--- src/rtl/mau_pkg.sv ---
// Shared types and constants for the matrix acceleration unit sequencer.
// Imported by the interface, the address generator and the top.
package mau_pkg;

  localparam int MAU_AW    = 10;
  localparam int MAU_LEN_W = 10;
  localparam int MAU_STR_W = 4;

  typedef enum logic {
    MAU_DOT  = 1'b0,
    MAU_READ = 1'b1
  } mau_op_e;

  typedef enum logic [2:0] {
    IDLE,
    CLEAR,
    RUN,
    FLUSH,
    DONE
  } mau_state_e;

endpackage

--- src/rtl/mau_sequencer_if.sv ---
// Command handshake bundle between host and sequencer.
// Host drives the command fields; sequencer returns cmd_ready.
interface mau_sequencer_if #(
  parameter int AW    = mau_pkg::MAU_AW,
  parameter int LEN_W = mau_pkg::MAU_LEN_W,
  parameter int STR_W = mau_pkg::MAU_STR_W
) ();
  import mau_pkg::*;

  logic             cmd_valid;
  logic             cmd_ready;
  mau_op_e          cmd_op;
  logic [AW-1:0]    cmd_base_a;
  logic [AW-1:0]    cmd_base_b;
  logic [STR_W-1:0] cmd_stride_a;
  logic [STR_W-1:0] cmd_stride_b;
  logic [LEN_W-1:0] cmd_len;

  modport master (
    output cmd_valid, cmd_op,
    output cmd_base_a, cmd_base_b,
    output cmd_stride_a, cmd_stride_b,
    output cmd_len,
    input  cmd_ready
  );

  modport slave (
    input  cmd_valid, cmd_op,
    input  cmd_base_a, cmd_base_b,
    input  cmd_stride_a, cmd_stride_b,
    input  cmd_len,
    output cmd_ready
  );

endinterface

--- src/rtl/mau_addr_gen.sv ---
// Per-port VRAM address generator: load base and stride, then
// advance by stride on each step, wrapping mod 2^AW.
module mau_addr_gen
  import mau_pkg::*;
#(
  parameter int AW    = MAU_AW,
  parameter int STR_W = MAU_STR_W
) (
  input  logic             clk,
  input  logic             reset,
  input  logic             load,
  input  logic [AW-1:0]    base,
  input  logic [STR_W-1:0] stride,
  input  logic             step,
  output logic [AW-1:0]    addr
);

  logic [STR_W-1:0] stride_q;

  always_ff @(posedge clk) begin
    if (!reset) begin
      addr     <= '0;
      stride_q <= '0;
    end else if (load) begin
      addr     <= base;
      stride_q <= stride;
    end else if (step) begin
      addr <= addr + AW'(stride_q);
    end
  end

endmodule

--- src/rtl/mau_sequencer.sv ---
// MAU command sequencer: DOT (two-lane MAC) and READ (bus stream)
// over a dual-port VRAM with one-cycle read latency.
module mau_sequencer
  import mau_pkg::*;
#(
  parameter int AW    = MAU_AW,
  parameter int LEN_W = MAU_LEN_W,
  parameter int STR_W = MAU_STR_W
) (
  input  logic          clk,
  input  logic          reset,
  mau_sequencer_if.slave cmd,
  input  logic          x_valid,
  output logic          x_ready,
  output logic          cea,
  output logic          ceb,
  output logic [AW-1:0] ada,
  output logic [AW-1:0] adb,
  output logic          set_mults,
  output logic          acc_clr,
  output logic          set_acc,
  output logic          write_db,
  output logic          busy,
  output logic          done
);

  mau_state_e       state, state_n;
  mau_op_e          op_q;
  logic [LEN_W-1:0] len_q;
  logic [LEN_W-1:0] issued_q;
  logic [LEN_W-1:0] consumed_q;
  logic             rd_valid_q;
  logic             set_acc_q;

  logic accept, issue, consume;
  logic last_issue, last_consume;
  logic is_read;

  assign is_read = (op_q == MAU_READ);
  assign accept  = (state == IDLE) && cmd.cmd_valid;

  // READ words leave on the bus unconditionally; DOT waits for the host
  assign consume = rd_valid_q && (is_read || x_valid);

  assign issue = ((state == CLEAR) || (state == RUN))
               && (issued_q != len_q)
               && (!rd_valid_q || consume);

  assign last_issue   = issue
                      && (issued_q == len_q - LEN_W'(1));
  assign last_consume = consume
                      && (consumed_q == len_q - LEN_W'(1));

  always_comb begin
    state_n = state;
    unique case (state)
      IDLE: begin
        if (accept) begin
          if (cmd.cmd_op == MAU_DOT)
            state_n = CLEAR;
          else if (cmd.cmd_len == '0)
            state_n = DONE;
          else
            state_n = RUN;
        end
      end
      CLEAR: state_n = (len_q == '0) ? DONE : RUN;
      RUN: begin
        if (is_read ? last_issue : last_consume)
          state_n = FLUSH;
      end
      FLUSH: begin
        if (!rd_valid_q || consume)
          state_n = DONE;
      end
      DONE:    state_n = IDLE;
      default: state_n = IDLE;
    endcase
  end

  always_ff @(posedge clk) begin
    if (!reset) begin
      state      <= IDLE;
      op_q       <= MAU_DOT;
      len_q      <= '0;
      issued_q   <= '0;
      consumed_q <= '0;
      rd_valid_q <= 1'b0;
      set_acc_q  <= 1'b0;
    end else begin
      state      <= state_n;
      set_acc_q  <= set_mults;
      rd_valid_q <= issue || (rd_valid_q && !consume);
      if (accept) begin
        op_q       <= cmd.cmd_op;
        len_q      <= cmd.cmd_len;
        issued_q   <= '0;
        consumed_q <= '0;
      end else begin
        if (issue)
          issued_q <= issued_q + LEN_W'(1);
        if (consume)
          consumed_q <= consumed_q + LEN_W'(1);
      end
    end
  end

  mau_addr_gen #(.AW(AW), .STR_W(STR_W)) u_gen_a (
    .clk    (clk),
    .reset  (reset),
    .load   (accept),
    .base   (cmd.cmd_base_a),
    .stride (cmd.cmd_stride_a),
    .step   (issue),
    .addr   (ada)
  );

  mau_addr_gen #(.AW(AW), .STR_W(STR_W)) u_gen_b (
    .clk    (clk),
    .reset  (reset),
    .load   (accept),
    .base   (cmd.cmd_base_b),
    .stride (cmd.cmd_stride_b),
    .step   (issue),
    .addr   (adb)
  );

  assign cmd.cmd_ready = (state == IDLE);
  assign busy      = (state != IDLE);
  assign done      = (state == DONE);
  assign cea       = issue;
  assign ceb       = issue;
  assign acc_clr   = (state == CLEAR);
  assign x_ready   = rd_valid_q && !is_read;
  assign set_mults = rd_valid_q && !is_read && x_valid;
  assign write_db  = rd_valid_q && is_read;
  assign set_acc   = set_acc_q;

endmodule

--- src/flat_wrapper.sv ---
// flat-port wrapper written by rule: the top's interface ports become plain ports
module mau_sequencer_flat import mau_pkg::*;
#(
  parameter int AW    = MAU_AW,
  parameter int LEN_W = MAU_LEN_W,
  parameter int STR_W = MAU_STR_W
)
  (clk, reset, x_valid, x_ready, cea, ceb, ada, adb, set_mults, acc_clr, set_acc, write_db, busy, done, cmd_cmd_valid, cmd_cmd_op, cmd_cmd_base_a, cmd_cmd_base_b, cmd_cmd_stride_a, cmd_cmd_stride_b, cmd_cmd_len, cmd_cmd_ready);
  mau_sequencer_if #(.AW(AW), .LEN_W(LEN_W), .STR_W(STR_W)) cmd_i ();
  input  logic clk;
  input  logic reset;
  input  logic x_valid;
  output logic x_ready;
  output logic cea;
  output logic ceb;
  output logic [AW-1:0] ada;
  output logic [AW-1:0] adb;
  output logic set_mults;
  output logic acc_clr;
  output logic set_acc;
  output logic write_db;
  output logic busy;
  output logic done;
  input wire logic [$bits(cmd_i.cmd_valid)-1:0] cmd_cmd_valid;
  input wire logic [$bits(cmd_i.cmd_op)-1:0] cmd_cmd_op;
  input wire logic [$bits(cmd_i.cmd_base_a)-1:0] cmd_cmd_base_a;
  input wire logic [$bits(cmd_i.cmd_base_b)-1:0] cmd_cmd_base_b;
  input wire logic [$bits(cmd_i.cmd_stride_a)-1:0] cmd_cmd_stride_a;
  input wire logic [$bits(cmd_i.cmd_stride_b)-1:0] cmd_cmd_stride_b;
  input wire logic [$bits(cmd_i.cmd_len)-1:0] cmd_cmd_len;
  output wire logic [$bits(cmd_i.cmd_ready)-1:0] cmd_cmd_ready;
  assign cmd_i.cmd_valid = cmd_cmd_valid;
  assign cmd_i.cmd_op = cmd_cmd_op;
  assign cmd_i.cmd_base_a = cmd_cmd_base_a;
  assign cmd_i.cmd_base_b = cmd_cmd_base_b;
  assign cmd_i.cmd_stride_a = cmd_cmd_stride_a;
  assign cmd_i.cmd_stride_b = cmd_cmd_stride_b;
  assign cmd_i.cmd_len = cmd_cmd_len;
  assign cmd_cmd_ready = cmd_i.cmd_ready;
  mau_sequencer #(.AW(AW), .LEN_W(LEN_W), .STR_W(STR_W)) u_core (.clk(clk), .reset(reset), .cmd(cmd_i), .x_valid(x_valid), .x_ready(x_ready), .cea(cea), .ceb(ceb), .ada(ada), .adb(adb), .set_mults(set_mults), .acc_clr(acc_clr), .set_acc(set_acc), .write_db(write_db), .busy(busy), .done(done));
endmodule
--- config.mk ---
export PLATFORM = sky130hd
export DESIGN_NAME = mau_sequencer_flat
export DESIGN_NICKNAME = d
export VERILOG_FILES = /design/src/rtl/mau_pkg.sv /design/src/rtl/mau_sequencer_if.sv /design/src/rtl/mau_addr_gen.sv /design/src/rtl/mau_sequencer.sv /design/src/flat_wrapper.sv
export SDC_FILE = /design/constraint.sdc
export NUM_CORES = 1
export LEC_CHECK = 0
export ABC_AREA = 1
export BUFFER_PORTS_ARGS = -buffer_cell sky130_fd_sc_hd__buf_2
export CAP_MARGIN = 20
export CORE_ASPECT_RATIO = 0.5
export CORE_MARGIN = 5
export CORE_UTILIZATION = 55
export CTS_BUF_LIST = sky130_fd_sc_hd__clkbuf_4 sky130_fd_sc_hd__clkbuf_8
export DETAILED_ROUTE_END_ITERATION = 8
export GPL_TIMING_DRIVEN = 0
export PLACE_DENSITY_LB_ADDON = 0.3
export SLEW_MARGIN = 20
export SYNTH_ARGS = -nofsm -noshare
export SYNTH_HDL_FRONTEND = slang
export SYNTH_SLANG_ARGS = --single-unit
--- constraint.sdc ---
create_clock -name clk -period 4.13 [get_ports clk]
set_input_delay 0 -clock clk [delete_from_list [all_inputs] [get_ports clk]]
set_output_delay 0 -clock clk [all_outputs]
set_load 0.005 [all_outputs]
**After elaboration in Yosys (flattened, before gate mapping)**

Cells that the tools add are included.

- Register bits: 64
- Input bits: 43
- Word-level logic and storage cells: 63

- $add $sub $neg: 5
- Eq/ne operators: 10
- Multiplexer cells: 12
- Bitwise gates (word level): 1
- Reduce and logical (&&, ||, !) cells: 24

Operators with widths:

| cell | number |
|---|---|
| 10-bit 2-to-1 mux | 4 |
| 10-bit by 1-bit adder with 10-bit output (second input constant) | 2 |
| 10-bit by 4-bit adder with 10-bit output | 2 |
| 10-bit == test | 2 |
| 10-bit logical NOT | 2 |
| 3-bit 2-to-1 mux | 6 |
| 3-bit one-hot mux with 4 select lines | 1 |
| 1-bit logical AND | 10 |
| 10-bit inequality test | 1 |
| 10-bit by 1-bit subtractor with 10-bit output (second input constant) | 1 |
| 3-bit by 2-bit == test with 1-bit output (second input constant) | 2 |
| 1-bit logical OR | 4 |
| 2-bit by 1-bit inequality test with 1-bit output (second input constant) | 2 |
| 3-bit by 1-bit == test with 1-bit output (second input constant) | 1 |
| 3-bit == test (second input constant) | 1 |
| 1-bit logical NOT | 3 |
| 3-bit logical NOT | 1 |
| 3-bit AND reduction | 1 |
| 3-bit nonzero test | 1 |
| 2-bit inequality test (second input constant) | 1 |
| 2-bit nonzero test | 1 |
| 2-bit OR reduction | 1 |
| 1-bit 2-to-1 mux | 1 |
| 1-bit NOT | 1 |

**Depth between registers and ports, before layout**

- Depth after elaboration: 8
- Gate-level depth with buffers: 15
- Gate-level depth less buffers: 15

**Hierarchy**

From an unflattened synthesis, not the netlist that was laid out.

- Cell total of the unflattened synthesis: 627
- Area total of the unflattened synthesis: 4139.0 sq um

Modules (own cells, without submodules):

| module | times used | cells an instance | area an instance (sq um) |
|---|---|---|---|
| mau_sequencer | 1 | 379 | 2397.3 |
| mau_addr_gen | 2 | 124 | 870.8 |

**Least setup slack after synthesis**

No wires, ideal clock.

- Path type: register to register
- Start point: reg u_core.len_q[0]
- End point: reg u_core.state[1]
- Arrival time: 1.600 ns
- Required time: 4.014 ns
- Slack: 2.414 ns
- Stages on the path, launching flop included: 14
- Path buffers: 0
- Path through: dfxtp_1 > inv_1 > ha_1 > nand2_1 > nor2_1 > nor2_1 > nor2_1 > nand3_1 > nor2_1 > nand3_1 > nand3_2 > nand3_1 > nand2_1 > nor2_1

- Word-level cells in the longest chain between the ends: 7

Ends and longest elaborated chain:

| what | line | source |
|---|---|---|
| from (decl) | mau_sequencer.sv:29 | `logic [LEN_W-1:0] len_q;` |
| from (signal assigned) | mau_sequencer.sv:96 | `len_q <= cmd.cmd_len;` |
| branches (longest 7 deep; another with 10-bit by 1-bit subtractor with 10-bit output) | n/a |  |
| to (signal assigned) | mau_sequencer.sv:91 | `state <= state_n;` |
| to (decl) | mau_sequencer.sv:27 | `mau_state_e state, state_n;` |

Parallel ways; which one is timed is not known.
A chain may end at the register's enable or synchronous reset.

**Final worst setup path**

- Start point: reg u_core.state[0]
- End point: reg u_core.u_gen_b.addr[0]

- Word-level cells in the longest chain between the ends: 5

Ends and longest elaborated chain:

| what | line | source |
|---|---|---|
| 3-bit by 1-bit == test with 1-bit output or 3-bit by 2-bit == test with 1-bit output (tied branches) | mau_sequencer.sv:45 | `assign issue = ((state == CLEAR) \|\| (state == RUN))` |
| 1-bit logical OR | mau_sequencer.sv:45 |  |
| 1-bit logical AND | mau_sequencer.sv:46 | `&& (issued_q != len_q)` |
| 1-bit logical AND | mau_sequencer.sv:47 | `&& (!rd_valid_q \|\| consume);` |
| 2-bit nonzero test (no line) | n/a |  |
| to (signal assigned) | mau_addr_gen.sv:25 | `addr <= base;` |
| to (signal assigned) | mau_addr_gen.sv:28 | `addr <= addr + AW'(stride_q);` |
| to (decl) | mau_addr_gen.sv:15 | `output logic [AW-1:0] addr` |

Several ways; a longest one is shown, not always the timed one.

==> impl_metrics.tcl <==
set metrics [dict create \
    async_flop_share 0 \
    netlist_instances 599 \
    fin_cells 816 \
    core_area_mm2 0.00686 \
    num_rows 21 \
    r2r_end "u_core.u_gen_b.addr[0]" \
    yosysWarnings 0 \
    grtUsageTotal 0.267 \
    final_nets 777 \
    rr_startpoint "u_core.state[0]" \
    worstMarginPinSlew_ps 587 \
    start_util 0.581 \
    hpwl_mm 8.38 \
    place_ws_ps 2040 \
    antenna_found_initial 0 \
    h-tree-depth 3 \
    worst_setup_path_end_kind "flop" \
    drive_above_1_share 0.173 \
    gr-total-overflow 0 \
    cts_tree "built" \
    maxCapViolCount 0 \
    setup_viol 0 \
    synthDistinctLibCells 42 \
    die_h_um 70.2 \
    fin_hold_ws_ps 42.5 \
    routed-via-count 4459 \
    syn2layout_area_growth_pct 26.3 \
    wire_per_inst_um 14.6 \
    min_path_type "primary input to flop" \
    synth.avg_cell_area_um2 6.65 \
    leakage_nw 2.31 \
    io_buffers 72 \
    cp.required_ps 4430 \
    ys.flop_type "dfxtp_1" \
    drt_iter0_drc 387 \
    period_minus_slack_ps 2470 \
    cp_max_fo 10 \
    synth.yosys.seq_area_share 0.322 \
    outcome "completed" \
    holdPathEnd "u_core.u_gen_b.addr[9]" \
    grt_first_pass_wirelength_mm 19.5 \
    r2r.worst_path.cells 7 \
    globalplace.congestion 0.980 \
    r2r_slack_ps 1660 \
    dp.cells 763 \
    via_per_inst 5.46 \
    synth_nets 656 \
    syn_area_mm2 0.00398 \
    layout_commonest_cell "nand2_1" \
    ir_drop_v 0.000388 \
    fin_ws_ps 1660 \
    cts.sinks 64 \
    drt_drc_violations_left 0 \
    clkTransAtPathRegs_ps 70 \
    wirelength_mm 11.9 \
    dieArea_mm2 0.00914 \
    fin_util 0.733 \
    dr.pass1.iters 6 \
    grt_pass1_vias 4205 \
    yosys_register_bits 64 \
    clkLatencyLatePin_ps 350 \
    hold_violations 0 \
    antenna_left 0 \
    period_share 0.599 \
    fin_skew_ps 7.57 \
    critPathLaunch "u_core.state[0]" \
    pwr_density_cell_mw_per_mm2 638 \
    numCtsBuffers 9 \
    cts.path.max_buffers 2 \
    maxSlewHeadroom 0.608 \
    cts_resized 0 \
    io_pins 73 \
    synth-edff-count 0 \
    arrival_ps 2770 \
    fmax_mhz 404 \
    grt_max_degree 11 \
    n_antenna_cell 0 \
    cts_root_buf "clkbuf_8" \
    maxSlewViolCount 0 \
    finalSetupTns_ps 0 \
    cp-start-kind "flop" \
    min-delay-start "cmd_cmd_base_b[9]" \
    rsz0062_at_grt "false" \
    layout_common_cells "nand2_1 (152), buf_2 (78), dfxtp_1 (64), inv_1 (58), nand3_1 (54)" \
    worstHoldPathCells 4 \
    crit_type "flop to flop" \
    die_w_um 130 \
]
-- worst max-delay path: stages (launching register included) --
cell and delay, ps:
dfxtp_1 400, nor3_4 310, nand2_2 210, inv_2 200
clkbuf_1 450, nand2_1 90, a31oi_1 180, dlygate4sd3_1 570
-- how the worst max path moves through the flow --
stage	endpoint	slack, ps	cells after the start
2_1_floorplan	u_core.state[1]	2410	13
3_3_place_gp	u_core.state[1]	2030	15
3_5_place_dp	u_core.state[1]	2040	15
4_1_cts	u_core.u_gen_b.addr[0]	1690	7
5_1_grt	u_core.u_gen_b.addr[0]	1450	7
6_report	u_core.u_gen_b.addr[0]	1660	7
-- metal layers --
layer | up-vias | routed length (µm) | global-route usage | share of wire
met5 | - | 0 | 0 | 0
met4 | 0 | 309 | 0.0933 | 0.026
met3 | 35 | 755 | 0.0625 | 0.064
met2 | 185 | 5620 | 0.454 | 0.47
met1 | 2008 | 5210 | 0.331 | 0.44
li1 | 2231 | - | - | -
-- cell families after synthesis --
logic type,count (synthesis),synth area share
AO/OA/AOI/OAI,113,0.161
XOR/XNOR,17,0.0374
adder cells (fa/ha/maj),14,0.0478
buffers and inverters,85,0.0867
flip-flops,64,0.322
AND/OR/NAND/NOR,306,0.345
-- what timing repair did --
| item | 4_1_cts | 5_1_grt |
|---|---|---|
| hold buffers | 38 | 0 |
| endpoints found under the hold margin | 37 | 0 |
| buffers inserted | 0 | 0 |
-- cell usage after synthesis (3+ instances only) --
library cell | n | area share
or2_2 | 4 | 0.0063
nand3_1 | 54 | 0.068
ha_1 | 12 | 0.038
nor3_1 | 12 | 0.015
clkbuf_1 | 8 | 0.0075
nor4_1 | 4 | 0.0063
a21oi_1 | 44 | 0.055
o21ai_0 | 45 | 0.057
nand4_1 | 13 | 0.020
nand2_1 | 152 | 0.14
xnor2_1 | 14 | 0.031
a311oi_1 | 3 | 0.0066
inv_2 | 9 | 0.0085
buf_2 | 6 | 0.0075
dfxtp_1 | 64 | 0.32
a31oi_1 | 8 | 0.013
xor2_1 | 3 | 0.0066
inv_1 | 58 | 0.055
nor3b_1 | 4 | 0.0075
nor2_1 | 53 | 0.050
-- flip-flops by register name, summed over array words and instances, names as in the netlist --
register	count
u_core.len_q	10
u_core.state	3
u_core.u_gen_b.addr	10
u_core.u_gen_a.stride_q	4
u_core.set_acc	1
u_core.issued_q	10
u_core.u_gen_b.stride_q	4
u_core.u_gen_a.addr	10
u_core.is_read	1
u_core.consumed_q	10
u_core.rd_valid_q	1
-- power breakdown --
| group | switching (mW) | internal [mW] |
|---|---|---|
| clock network | 0.244 | 0.295 |
| logic | 1.08 | 0.645 |
| registers | 0.178 | 0.764 |
-- per-stage QoR --
| stage | instance area, µm² | power (mW) |
|---|---|---|
| 6_report | 5030 | 3.21 |
| 5_1_grt | 5030 | 3.46 |
| 4_1_cts | 5030 | 3.17 |
| 3_5_place_dp | 4460 | 2.60 |
| 3_3_place_gp | 4460 | 2.57 |
| 2_1_floorplan | 3980 | 2.10 |
-- final cells by class --
type | instances | area, µm²
plain buffers | 18 | 93.8
clock buffers | 11 | 145
clock inverters | 4 | 45.0
fillers | 530 | 1830
inverters | 67 | 251
multi-input cells | 450 | 2350
flip-flops and latches | 64 | 1280
well taps | 92 | 115
repair buffers | 110 | 741
No activity file was read; power rests on OpenSTA's default activity.
